$ cat config.mk
export PLATFORM = sky130hd
export DESIGN_NAME = kf8259_in_service_sequencer
export DESIGN_NICKNAME = d
export VERILOG_FILES = /design/src/rtl/kf8259_in_service_sequencer.sv
export SDC_FILE = /design/constraint.sdc
export NUM_CORES = 1
export LEC_CHECK = 0
export CAP_MARGIN = 20
export CORE_ASPECT_RATIO = 0.75
export CORE_UTILIZATION = 55
export DETAILED_ROUTE_END_ITERATION = 8
export PLACE_DENSITY = 0.84
export REMOVE_ABC_BUFFERS = 1
export SLEW_MARGIN = 20
export SYNTH_ARGS = -nofsm -noshare
export SYNTH_HDL_FRONTEND = slang
export SYNTH_SLANG_ARGS = --single-unit
$ cat constraint.sdc
create_clock -name clock -period 9.2 [get_ports clock]
set_clock_uncertainty 0.05 [all_clocks]
set_input_delay 1.38 -clock clock [delete_from_list [all_inputs] [get_ports clock]]
set_output_delay 1.38 -clock clock [all_outputs]
set_load 0.02 [all_outputs]
$ cat src/rtl/kf8259_in_service_sequencer.sv
// 8259A priority resolver and in-service register sequencer: IDLE -> RESOLVE -> PRESENT.
// Optional KF8259_AUTO_ROTATE_EN adds auto_rotate_mode (EOI of a single level rotates priority to it).
module kf8259_in_service_sequencer #(
    parameter logic [2:0] ROT_RESET = 3'd7
) (
    input  logic       clock,
    input  logic       reset,
    input  logic [7:0] interrupt_request_register,
    input  logic [7:0] interrupt_mask,
    input  logic       special_mask_mode,
    input  logic       special_fully_nest_config,
    input  logic       freeze,
    input  logic       latch_in_service,
    input  logic [7:0] end_of_interrupt,
    input  logic       rotate_load,
    input  logic [2:0] priority_rotate,
`ifdef KF8259_AUTO_ROTATE_EN
    input  logic       auto_rotate_mode,
`endif
    output logic [7:0] interrupt,
    output logic       interrupt_valid,
    output logic [7:0] in_service_register,
    output logic [7:0] highest_level_in_service
);

    localparam logic [1:0] S_IDLE    = 2'd0;
    localparam logic [1:0] S_RESOLVE = 2'd1;
    localparam logic [1:0] S_PRESENT = 2'd2;

    logic [1:0] state_q, state_d;
    logic [7:0] int_q, int_d;
    logic       vld_q, vld_d;
    logic [7:0] isr_q, isr_d;
    logic [2:0] rot_q, rot_d;

    logic [2:0] rsh;
    logic [7:0] req, eff_isr, req_r, eff_r, blk_h, allow_r, elig_r;
    logic [7:0] eligible, winner, isr_r;

    function automatic logic [7:0] ror8(input logic [7:0] v, input logic [2:0] n);
        logic [15:0] t;
        t = {v, v} >> n;
        return t[7:0];
    endfunction

    function automatic logic [7:0] rol8(input logic [7:0] v, input logic [2:0] n);
        logic [15:0] t;
        t = {v, v} << n;
        return t[15:8];
    endfunction

    // Rotated domain: bit 0 is the highest-priority level (rot+1), so "lowest set bit" wins.
    always_comb begin
        rsh     = rot_q + 3'd1;
        req     = interrupt_request_register & ~interrupt_mask;
        eff_isr = isr_q & ~(special_mask_mode ? interrupt_mask : 8'h00);
        req_r   = ror8(req, rsh);
        eff_r   = ror8(eff_isr, rsh);
        blk_h   = eff_r & (~eff_r + 8'd1);
        // blk_h-1 covers all strictly-higher levels; becomes all ones when nothing is in service.
        allow_r = (blk_h - 8'd1) | (special_fully_nest_config ? blk_h : 8'h00);
        elig_r  = req_r & allow_r;
        eligible = rol8(elig_r, rsh);
        winner   = rol8(elig_r & (~elig_r + 8'd1), rsh);
        isr_r    = ror8(isr_q, rsh);
        highest_level_in_service = rol8(isr_r & (~isr_r + 8'd1), rsh);
    end

`ifdef KF8259_AUTO_ROTATE_EN
    logic [7:0] eoi_hit;
    logic [2:0] eoi_idx;
    always_comb begin
        eoi_hit = isr_q & end_of_interrupt;
        eoi_idx = 3'd0;
        for (int i = 0; i < 8; i++) begin
            if (eoi_hit[i]) eoi_idx = 3'(i);
        end
    end
`endif

    always_comb begin
        state_d = state_q;
        int_d   = int_q;
        vld_d   = vld_q;
        isr_d   = isr_q & ~end_of_interrupt;
        rot_d   = rot_q;

        case (state_q)
            S_IDLE: begin
                if (|eligible) state_d = S_RESOLVE;
            end
            S_RESOLVE: begin
                if (|eligible) begin
                    int_d   = winner;
                    vld_d   = 1'b1;
                    state_d = S_PRESENT;
                end else begin
                    int_d   = 8'h00;
                    vld_d   = 1'b0;
                    state_d = S_IDLE;
                end
            end
            S_PRESENT: begin
                if (latch_in_service) begin
                    // EOI clear already folded into isr_d, so a same-bit set wins.
                    isr_d   = isr_d | int_q;
                    int_d   = 8'h00;
                    vld_d   = 1'b0;
                    state_d = S_IDLE;
                end else if (!freeze) begin
                    if ((eligible & int_q) == 8'h00) begin
                        int_d   = 8'h00;
                        vld_d   = 1'b0;
                        state_d = S_IDLE;
                    end else begin
                        int_d = winner;
                    end
                end
            end
            default: begin
                int_d   = 8'h00;
                vld_d   = 1'b0;
                state_d = S_IDLE;
            end
        endcase

`ifdef KF8259_AUTO_ROTATE_EN
        if (auto_rotate_mode && (eoi_hit != 8'h00) && ((eoi_hit & (eoi_hit - 8'd1)) == 8'h00))
            rot_d = eoi_idx;
`endif
        if (rotate_load) rot_d = priority_rotate;
    end

    always_ff @(posedge clock or posedge reset) begin
        if (reset) begin
            state_q <= S_IDLE;
            int_q   <= 8'h00;
            vld_q   <= 1'b0;
            isr_q   <= 8'h00;
            rot_q   <= ROT_RESET;
        end else begin
            state_q <= state_d;
            int_q   <= int_d;
            vld_q   <= vld_d;
            isr_q   <= isr_d;
            rot_q   <= rot_d;
        end
    end

    assign interrupt           = int_q;
    assign interrupt_valid     = vld_q;
    assign in_service_register = isr_q;

endmodule

==> summary.md, run 1 <==
| Metric | Value |
|---|---|
| Status | complete, no violations |
| Slew headroom | 42.3% |
| Setup CP Type | reg -> out |
| CP required | approximately 7800 ps |
| H-tree depth | 1 |
| Max cap viols | 0 |
| Util after Layout | 70.2% |
| Critical hold path startpoint | interrupt_valid |
| Worst-Margin Slew | roughly 850 ps |
| Ys async rst share | 100% |
| Clk buf depth | 2 |
| Worst-path clk slew | 80 ps |
| Core ar. | 6010 µm² |
| DR vias/cell | 6.92 |
| GRT Util Overall | between 30% and 40% |
| CTS tree | done |
| Die area | ~6700 µm² |
| Synth Area in Simple Gates | approximately 24% |
| R2r endpoint | interrupt[0] |
| Chip Height | between 70 and 80 µm |
| Initial Util | 58.7% |
| Pins over their slew limit | 0 |
| Post-synth EDFFs | 0 |
| First-pass GRT wire length | 17800 µm |
| Most frequent cells in the layout | nand2_1, clkdlybuf4s50_1, nor2_1, mux2i_1, o21ai_0 |
| Share of post-route cells with drive strength above 1 | between 10% and 20% |
| CTS Buf Count | 3 |
| CP max-delay cell | clkdlybuf4s50_1 |
| CTS resizes | 0 |
| Syn Inst Count | 437 |
| Count of antenna diodes in the layout | 0 |
| IO Port Bufs | between 50 and 60 |
| Critical Path, Cell by Cell | ha_2, buf_4, mux4_2, mux2i_1, nand2_1, nor2_1, and3_1, nand2_1, o31ai_1, o21ai_0, mux2i_1, clkdlybuf4s50_1 |
| CTS Hold Buffers Added | 0 |
| CTS root buffer | clkbuf_8 |
| Post-Route WL | 11200 µm |
| Metal2 WL | between 5000 and 6000 µm |
| Startpoint types | register |
| Synth Area in XOR/XNOR | less than 1% |
| Area leader, netlist | dfrtp_1 |
| Min-Delay Path Class | reg -> reg |
| Met1 Wirelength | 4860 µm |
| IO Pins | 59 |
| Top cell type's share of synthesized area | 13.5% |
| PD cells | between 150 and 200 nW/µm² |
| TNS Setup | 0 ps |
| Crit path time final | 5680 ps |
| Hold Path Stages | 2 |
| Worst Hold End | interrupt_valid |
| Lkg Pwr | between 0.0015 and 0.002 µW |
| Main combinational cell family by area after synthesis | compound AO/OA/AOI/OAI gates |
| Multiplexer share of the synthesized area | about 25% |
| Clock Latency Late Sink | between 200 and 300 ps |
| Clk sinks | 22 |
| Area grow syn2layout | 19.6% |
| Antenna violations before repair | 0 |
| Adder-cell share of the synthesized area | 1.42% |
| Top layer in use | met4 |
| Count of state elements after synthesis | 22 |
| # setup viols final | 0 |
| Crit path capture type | primary output |
| Worst path max stage delay | ~620 ps |
| Reg2reg start | rot_q[0] |
| WP data arrival | roughly 4300 ps |
| Crit share post-route | 61.8% |
| Worst VDD drop | between 0.00007 and 0.00008 V |
| # nets final | a little over 500 |
| R2R Setup Slk | roughly 4700 ps |
| Final hold vios | 0 |
| Initial drt markers | approximately 470 |
| Fillers | a little under 500 |
| Commonest non-fill, non-tap cell in the layout | nand2_1 |
| RSZ-0062 raised after global routing | no |
| Vias in the first global route | 3504 |
| Synthesized cell area | 3520 µm² |
| Post-synthesis average cell area | just over 8 µm² |
| Die W | between 90 and 100 µm |
| Post-DR wirelength/cell | 20.2 µm |
| Antenna viol nets, final | 0 |
| Max FO, Critical Path | 31 |
| Setup repair bufs after CTS | 0 |
| Drt drc | 0 |
| Total gr overflow | 0 |
| Vias | around 3800 |
| First-pass DRT Iterations | 5 |
| Synth unique cells | 75 |
| DR WL met3 | around 1100 µm |
| Overall power | 681 µW |
| Rows | 24 |
| Area contributors post-synth | dfrtp_1, mux4_2, mux2i_1 |
| F_max | roughly 180 MHz |
| DP HPWL | approximately 8500 µm |
| R2R depth | 12 |
| Synth warn | 0 |
| Primary FF master, synth | dfrtp_1 |
| Largest net degree at the start of global routing | 58 |
| Sequential fraction of the synthesis area | between 15 and 20% |
| Synth Area in Compound Gates | 27.9% |
| RePlAce Congestion | between 0.9 and 1 |
## per-stage QoR
step           std cells  hold slack (ps)  setup WS (ps)  instance area (µm²)
2_1_floorplan        410              469           2530                 3410
3_3_place_gp         551              451           3960                 4140
3_5_place_dp         551              459           3840                 4140
4_1_cts              555              476           3550                 4210
5_1_grt              555              499           3190                 4210
6_report             555              481           3520                 4210
## synthesized netlist by cell type (all sizes together), types with 10 or more instances
library cell / n
nand2b: 10
buf: 16
inv: 17
clkbuf: 11
nor2: 36
o22ai: 13
o21ai: 29
mux2i: 32
nand3: 11
dfrtp: 19
mux4: 19
mux2: 11
nand2: 69
a21oi: 20
nor3: 17
## state kept, by name, indices dropped and copies added, names as in the netlist
register             flops
state_q                  2
rot_q                    3
interrupt_valid          1
interrupt                8
in_service_register      8
## worst max-delay path by stage
stage                     startpoint                           to  slack [ps]  depth (start not counted)
after floorplan             rot_q[0]  highest_level_in_service[0]        2530                         10
after global placement      rot_q[0]  highest_level_in_service[4]        3960                         12
after detailed placement    rot_q[0]  highest_level_in_service[0]        3840                         12
after CTS                   rot_q[0]  highest_level_in_service[4]        3550                         12
after global routing        rot_q[0]  highest_level_in_service[0]        3190                         12
final                       rot_q[0]  highest_level_in_service[4]        3520                         12
## kinds of logic after synthesis
family / after synthesis
multiplexers: 62
buffers and inverters: 44
AO/OA/AOI/OAI: 131
XOR/XNOR: 2
AND/OR/NAND/NOR: 172
adder cells (fa/ha/maj): 4
flip-flops: 22
## power breakdown
group          switching (µW)  internal, µW  leakage (µW)
Sequential               20.8           112      0.000293
Combinational             276           181       0.00127
Clock                    33.6          58.2     0.0000357
## layout make-up
cell class | instances | area (µm²) | share of cell area [%]
sequential | 22 | 554 | 13.2
tap | 78 | 97.6 | 2.32
clock buffer | 3 | 41.3 | 0.980
clock inverter | 1 | 30.0 | 0.713
inverter | 17 | 63.8 | 1.51
multi-input combinational | 371 | 2810 | 66.7
timing repair buffer | 63 | 618 | 14.7
## critical path: cells and delay by family, from the launching register on
kind / cells / cell delay (ps)
buffers and inverters: 2 / 1050
multiplexers: 3 / 860
AND/OR/NAND/NOR: 4 / 560
flip-flops: 1 / 550
adder cells (fa/ha/maj): 1 / 490
AO/OA/AOI/OAI: 2 / 440
## metal layers
metal | vias to the layer above | global-route usage (%)
met2 | 249 | 53.7
met4 | 0 | 5.81
met1 | 1836 | 50.0
met3 | 8 | 4.35
met5 | - | 0
li1 | 1748 | -
(Power assumes the default switching activity.)
==> run 2, diff against run 1 <==
clock period = 5.7 ns   (was 9.2 ns; I/O delays follow)
==> summary.md, run 2 (same netlist as run 1, synthesis figures left out) <==
| Metric | Value |
|---|---|
| RSZ-0062 raised after global routing | no |
| Commonest non-fill, non-tap cell in the layout | nand2_1 |
| TNS Setup | 0 ps |
| # setup viols final | 0 |
| Worst-path clk slew | about 80 ps |
| IO Pins | roughly 60 |
| Fillers | about 500 |
| Max cap viols | 0 |
| Worst VDD drop | approximately 0.00015 V |
| Worst-Margin Slew | ~830 ps |
| Crit share post-route | between 80% and 90% |
| First-pass DRT Iterations | 7 |
| Max FO, Critical Path | 36 |
| Worst path max stage delay | about 860 ps |
| Critical Path, Cell by Cell | ha_4, mux4_2, mux2i_1, nand2_1, nor2_1, and3_1, nand2_1, o31ai_1, o21ai_0, mux2i_1, clkdlybuf4s50_1 |
| Drt drc | 0 |
| Min-Delay Path Class | reg -> reg |
| Chip Height | between 70 and 80 µm |
| RePlAce Congestion | about 1.0 |
| Overall power | roughly 1100 µW |
| Vias | ~4000 |
| # nets final | 516 |
| Status | complete, no violations |
| R2r endpoint | interrupt[3] |
| Startpoint types | register |
| CTS root buffer | clkbuf_8 |
| Worst path bufs/invs | 1 |
| Count of antenna diodes in the layout | 0 |
| CP max-delay cell | dfstp_2 |
| CTS tree | done |
| Rows | 24 |
| Area grow syn2layout | 20.2% |
| Slew headroom | around 45% |
| Kind of cell adding the most delay to the critical path | multiplexers |
| Clk sinks | 22 |
| CTS Buf Count | 3 |
| H-tree depth | 1 |
| Crit path capture type | primary output |
| Core ar. | 6010 µm² |
| Antenna violations before repair | 0 |
| GRT Util Overall | approximately 34% |
| Largest net degree at the start of global routing | 42 |
| CP required | 4800 ps |
| Die area | roughly 6700 µm² |
| Crit path time final | between 5000 and 6000 ps |
| Cell Count, Final, Fillers Out | around 560 |
| Antenna viol nets, final | 0 |
| R2R Setup Slk | about 970 ps |
| F_max | slightly below 200 MHz |
| Setup CP Type | reg -> out |
| Reg2reg start | rot_q[0] |
| DP HPWL | between 8000 and 9000 µm |
| Critical hold path startpoint | interrupt_valid |
| First-pass GRT wire length | between 15000 and 20000 µm |
| PD cells | 263 nW/µm² |
| Initial Util | about three fifths |
| Total gr overflow | 0 |
| Most frequent cells in the layout | nand2_1, clkdlybuf4s50_1, nor2_1, mux2i_1, o21ai_0 |
| Clk buf depth | 2 |
| DR vias/cell | ~7.0 |
| Die W | around 94 µm |
| Post-DR wirelength/cell | slightly above 20 µm |
| R2R depth | 12 |
| Final hold vios | 0 |
| Pins over their slew limit | 0 |
| Hold Path Stages | 2 |
| Initial drt markers | between 400 and 500 |
| Share of post-route cells with drive strength above 1 | ~14% |
| Hold WS | approximately 490 ps |
| Vias in the first global route | about 3600 |
| Clock Latency Late Sink | approximately 270 ps |
| Worst Hold End | interrupt_valid |
| Post-Route WL | around 11000 µm |
| Placed Cells | ~550 |
| WP data arrival | 4160 ps |
| Lkg Pwr | 0.00160 µW |
| IO Port Bufs | 58 |
## run 2: tightest hold or removal path: stages (launching register included)
cell	delay (ps)
dfrtp_1	380
nand2_1	50
o21ai_0	70
## run 2: worst max path at each step
stage          startpoint                     endpoint  slack [ps]  depth (start not counted)
2_1_floorplan    rot_q[0]  highest_level_in_service[0]        -450                         10
3_3_place_gp     rot_q[0]  highest_level_in_service[0]         780                         11
3_5_place_dp     rot_q[0]  highest_level_in_service[0]         670                         11
4_1_cts          rot_q[0]  highest_level_in_service[0]         370                         11
5_1_grt          rot_q[0]  highest_level_in_service[0]         260                         11
6_report         rot_q[0]  highest_level_in_service[4]         630                         11
## run 2: area by class of cell
type                    count  area (µm²)  area share, %
multi-input cells         371        2830           66.8
repair buffers             63         618           14.6
flip-flops and latches     22         554           13.1
well taps                  78        97.6           2.30
inverters                  17        63.8           1.51
clock buffers               3        41.3          0.975
clock inverters             1        30.0          0.709
## run 2: power by group
group / internal, µW / switching (µW)
Clock: 93.9 / 54.3
Sequential: 180 / 38.4
Combinational: 297 / 451
## run 2: routing by layer
layer / vias to the layer above / part of all wire, % / GRT usage (%)
met5: - / 0 / 0
met4: 0 / 1.3 / 5.64
met3: 25 / 12 / 7.01
met2: 282 / 46 / 53.8
met1: 1830 / 41 / 50.2
li1: 1750 / - / -
## run 2: through the flow
step           util [%]  setup WS (ps)  instance area [µm²]
2_1_floorplan         -           -447                 3410
6_report           70.5            632                 4240
4_1_cts            70.2            371                 4210
5_1_grt            70.5            264                 4240
3_5_place_dp       69.0            671                 4140
3_3_place_gp       69.0            784                 4140
## run 2: what timing repair did
action,CTS,global route
gates resized for setup,0,1
hold buffers,0,0
buffers inserted,0,0
setup endpoints to repair,0,3
==> edit 1: new RTL, settings of run 2 <==
Build with the macro `KF8259_AUTO_ROTATE_EN` defined.
--- a/src/rtl/kf8259_in_service_sequencer.sv
+++ b/src/rtl/kf8259_in_service_sequencer.sv
@@ -1,5 +1,7 @@
 // 8259A priority resolver and in-service register sequencer: IDLE -> RESOLVE -> PRESENT.
 // Optional KF8259_AUTO_ROTATE_EN adds auto_rotate_mode (EOI of a single level rotates priority to it).
+`define KF8259_AUTO_ROTATE_EN
+
 module kf8259_in_service_sequencer #(
     parameter logic [2:0] ROT_RESET = 3'd7
 ) (
Interface: changed (added auto_rotate_mode); port bits go from 59 to 60. No check against the original RTL was run, so the function may have changed too.
==> edit 1 against run 2 <==
- critical path depth increased by 1
- cell count increased by 14%
- power decreased by 5.0%
- setup slack got worse by 140 ps
- die area increased by 11%
- design area increased by 9.4%
- sequential cell count unchanged
- wire length increased by 13%
- area after synthesis increased by 11%
- largest cell class unchanged
- largest power group unchanged
- highest routed layer unchanged
==> edit 1: results (changes against run 2) <==
* Non-Filler Instances at 634 (+14%)
* Final RePlAce weighted congestion at 0.948 (-4.9%)
* Int Power at 516 uW (-9.7%)
* Critical Path Sink: highest_level_in_service[4]
* Synth top cells by count: nand2_1, nor2_1, mux2i_1
* Top post-synthesis cells by area: mux4_2, dfrtp_1, nand2_1
* Fill cells at 572 (+15%)
* H-tree depth at 1 (unchanged)
* Pre-antenna DRT Iters at 5 (-2)
* Synth Area in Compound Gates at 26.7% (-1.1 points)
* Largest net degree at the start of global routing at 50 (+19%)
* Post-Syn Instances at 495 (+13%)
* PwrDens at 229 mW/mm2 (-13%)
* CTS Buf Count at 3 (unchanged)
* Slew HR at 41.2% (-3.6 points)
* Vias/cell at 6.95 (-0.75%)
* Clk Latency, worst-skew pair at 270 ps (about the same)
* Status: completed
* Distinct cell type count after synthesis at 81 (+8.0%)
* Cell depth of the worst flop-to-flop path at 13 (+1)
* First-pass GRT wire length at 20.0 mm (+9.2%)
* Post-synthesis sequential area ratio at 14.1% (-1.6 points)
* DRT Wirelength at 12.8 mm (+13%)
* CTS clock-pin slew for the worst setup and hold paths at 80 ps (about the same)
* Post-synthesis mux area share at 25.1% (+0.34 points)
* Tot GR Track Use at 34.1% (-0.41 points)
* Origin of the critical flop-to-flop path: rot_q[0]
* Synth warn at 0 (unchanged)
* Clk root buf: clkbuf_8
* Share of layout cells above drive strength 1 at 14.6% (+0.30 points)
* Comb group at 753 uW (+0.7%)
* # Post-CTS Setup Buffers at 0 (unchanged)
* # resized after CTS at 0 (unchanged)
* Iter 0 DRT Violations at 622 (+42%)
* Nets at 576 (+12%)
* R2R Setup Slk at 700 ps (-270 ps)
* Adder-cell share of the synthesized area at 1.53% (+0.11 points)
* Post-synthesis xor/xnor area fraction at 1.12% (+0.41 points)
* Seq power at 190 uW (-13%)
* Peak supply drop at 0.175 mV (+19%)
* Worst reg2reg endpoint: interrupt[6]
* Hpwl dp at 9.59 mm (+9.5%)
* Number of port buffers at 59 (+1.7%)
* Vias in the first global route at 3931 (+10%)
* Antenna violations before repair at 0 (unchanged)
* Max FO, Critical Path at 49 (+36%)
* Max Root-Sink Buffers at 2 (unchanged)
* Leakage power at 1.69 nW (+5.8%)
-- edit 1: cell count changes after synthesis, sizes merged, moves of 5 or more --
cell	delta
and2	+8
nand2	+23
nand2b	+5
nor2b	-5
o221ai	+11
-- edit 1: kinds of logic (layout without fill, tap and decap cells) --
kind of cell / Yosys count / in the layout
AND/OR/NAND/NOR: 213 / 213
AO/OA/AOI/OAI: 142 / 142
multiplexers: 68 / 68
buffers and inverters: 43 / 84
flip-flops: 22 / 22
adder cells (fa/ha/maj): 5 / 5
XOR/XNOR: 2 / 2
-- edit 1: area by class of cell --
type	count	share of cell area [%]
Timing Repair Buffer	65	13.7
Multi-Input combinational cell	430	69.3
Inverter	15	1.22
Clock buffer	4	1.19
Sequential cell	22	12.0
Tap cell	98	2.65
-- edit 1: stage by stage --
stage / util, % / hold slack [ps] / instance area [um2] / setup WS [ps]
after floorplan: - / 472 / 3810 / 182
after global placement: 66.7 / 466 / 4580 / 883
after detailed placement: 66.7 / 490 / 4580 / 829
after CTS: 67.5 / 498 / 4630 / 523
after global routing: 67.5 / 545 / 4630 / 222
final: 67.5 / 493 / 4630 / 496
-- edit 1: critical path, cell delays in order, from the launching register on --
cell and delay, ps:
dfstp_2 540, buf_4 490, mux4_2 590, mux2_2 330, or2_2 330, nor3_1 260, and2_1 210, nand2_1 60
nor3_1 170, a21oi_1 90, mux2i_1 190, mux2_2 170, clkdlybuf4s50_1 600
-- edit 1: layer usage --
| layer | share of wire [%] | track usage, % | up-vias |
|---|---|---|---|
| met2 | 46 | 55.4 | 318 |
| met4 | 1.7 | 8.50 | 0 |
| li1 | - | - | 1986 |
| met5 | 0 | 0 | - |
| met1 | 41 | 47.9 | 2073 |
| met3 | 11 | 5.76 | 30 |
==> edit 2: new RTL, config.mk and constraints of run 2 <==
Without the edit above. `isr_q` no longer has a reset.
--- a/src/rtl/kf8259_in_service_sequencer.sv
+++ b/src/rtl/kf8259_in_service_sequencer.sv
@@ -136,15 +136,17 @@
             state_q <= S_IDLE;
             int_q   <= 8'h00;
             vld_q   <= 1'b0;
-            isr_q   <= 8'h00;
             rot_q   <= ROT_RESET;
         end else begin
             state_q <= state_d;
             int_q   <= int_d;
             vld_q   <= vld_d;
-            isr_q   <= isr_d;
             rot_q   <= rot_d;
         end
+    end
+
+    always_ff @(posedge clock) begin
+        isr_q <= isr_d;
     end
 
     assign interrupt           = int_q;
Check against the original RTL: differs if reset is asserted again (counterexample within 4 cycles, from zero or initial values and one cycle with reset high); with reset held inactive, the same outputs for 4 cycles.
==> edit 2 against run 2 <==
- die area is 0.73% higher
- design area is 0.47% lower
- global-route usage is 0.067 points higher
- critical path depth is 1 higher
- non-clock buffer count stayed put
- area after synthesis is 0.75% higher
- wire length is 0.32% higher
- sequential cell count stayed put
- setup slack worse by 66 ps
- power is 1.8% higher
- highest routed layer unchanged
==> edit 2: results (changes against run 2) <==
* Iter 0 DRT Violations at 391 (-11%)
* Pre-antenna DRT Iters at 5 (-2)
* Status: completed
* Largest net degree at the start of global routing at 67 (+60%)
* Slowest-stage cell, CP: ha_1
* Seq power at 227 uW (+4%)
* Synth top cells by count: nand2_1, nor2_1, mux2i_1
* Met1 Wirelength at 4.93 mm (+4.4%)
* DRT Wirelength at 11.4 mm (+0.32%)
* Hpwl dp at 8.48 mm (-3.2%)
* Leakage power at 1.59 nW (-0.75%)
* Slew HR at 50.1% (+5.3 points)
* GR Util met2 at 56.8% (+3.0 points)
* Vias at 3952 (+1.7%)
* Nets at 534 (+3.5%)
* Tot GR Track Use at 34.6% (+0.067 points)
* R2R Setup Slk at 1070 ps (+100 ps)
* # Post-CTS Setup Buffers at 0 (unchanged)
* Distinct cell type count after synthesis at 83 (+11%)
* Peak supply drop at 0.125 mV (-15%)
* Top post-synthesis cells by area: mux2i_1, dfrtp_1, nand2_1
* Met2 wire length at 5.15 mm (-0.66%)
* Die Span X at 94.8 um (+0.37%)
* Top FF cell, synth: dfrtp_1
* Post-synthesis sequential area ratio at 14.5% (-1.2 points)
* Post-DP Area at 0.00415 mm2 (+0.15%)
* Met1 Track Usage GR at 50.0% (-0.13 points)
* Clock-net power at 125 uW (-16%)
* First-pass GRT wire length at 18.5 mm (+1.4%)
* Non-Filler Instances at 573 (+3.2%)
* Metal3 WL at 1.24 mm (-7.2%)
* Comb group at 783 uW (+4.7%)
* Syn_area_per_cell at 7.77 um2 (-3.7%)
* Met3 usage at 3.29% (-3.7 points)
* Setup WS pre-CTS at 920 ps (+248 ps)
* Max FO, Critical Path at 20 (-44%)
* Final min period at 5130 ps (+65.7 ps)
* Max incr delay on CP at 620 ps (-240 ps)
* Antenna violations before repair at 0 (unchanged)
* Vias in the first global route at 3758 (+5.5%)
* Max Root-Sink Buffers at 2 (unchanged)
* WHS at 498 ps (+3.60 ps)
* Share of layout cells above drive strength 1 at 13.5% (-0.72 points)
* Int Power at 568 uW (-0.63%)
* Worst reg2reg endpoint: interrupt_valid
* Synth async-reset ratio at 63.6% (-36 points)
[edit 2: final cells by class]
cell class,instances,area (um2)
Multi-Input combinational cell,389,2860
Sequential cell,22,514
Timing Repair Buffer,63,618
Tap cell,78,97.6
Inverter,17,63.8
Clock buffer,4,66.3
Fill cell,530,1790
[edit 2: worst reg2reg max path, delay by kind of cell, from the launching register on]
kind	cells	cell delay (ps)
flops	1	540
simple gates	5	1320
mux	1	230
fa+ha+maj	1	620
buf+inv	1	470
compound gates	4	1310
[edit 2: cell families (layout without fill, tap and decap cells)]
| kind of cell | count (synthesis) | in the layout | synth area share, % |
|---|---|---|---|
| buffers and inverters | 46 | 84 | 5.74 |
| adders and majority gates | 4 | 4 | 1.41 |
| and+or+nand+nor | 187 | 187 | 27.4 |
| muxes | 55 | 55 | 20.0 |
| AOI/OAI and AO/OA | 141 | 141 | 30.0 |
| DFF | 22 | 22 | 14.5 |
| xor gates and xnor gates | 2 | 2 | 0.916 |
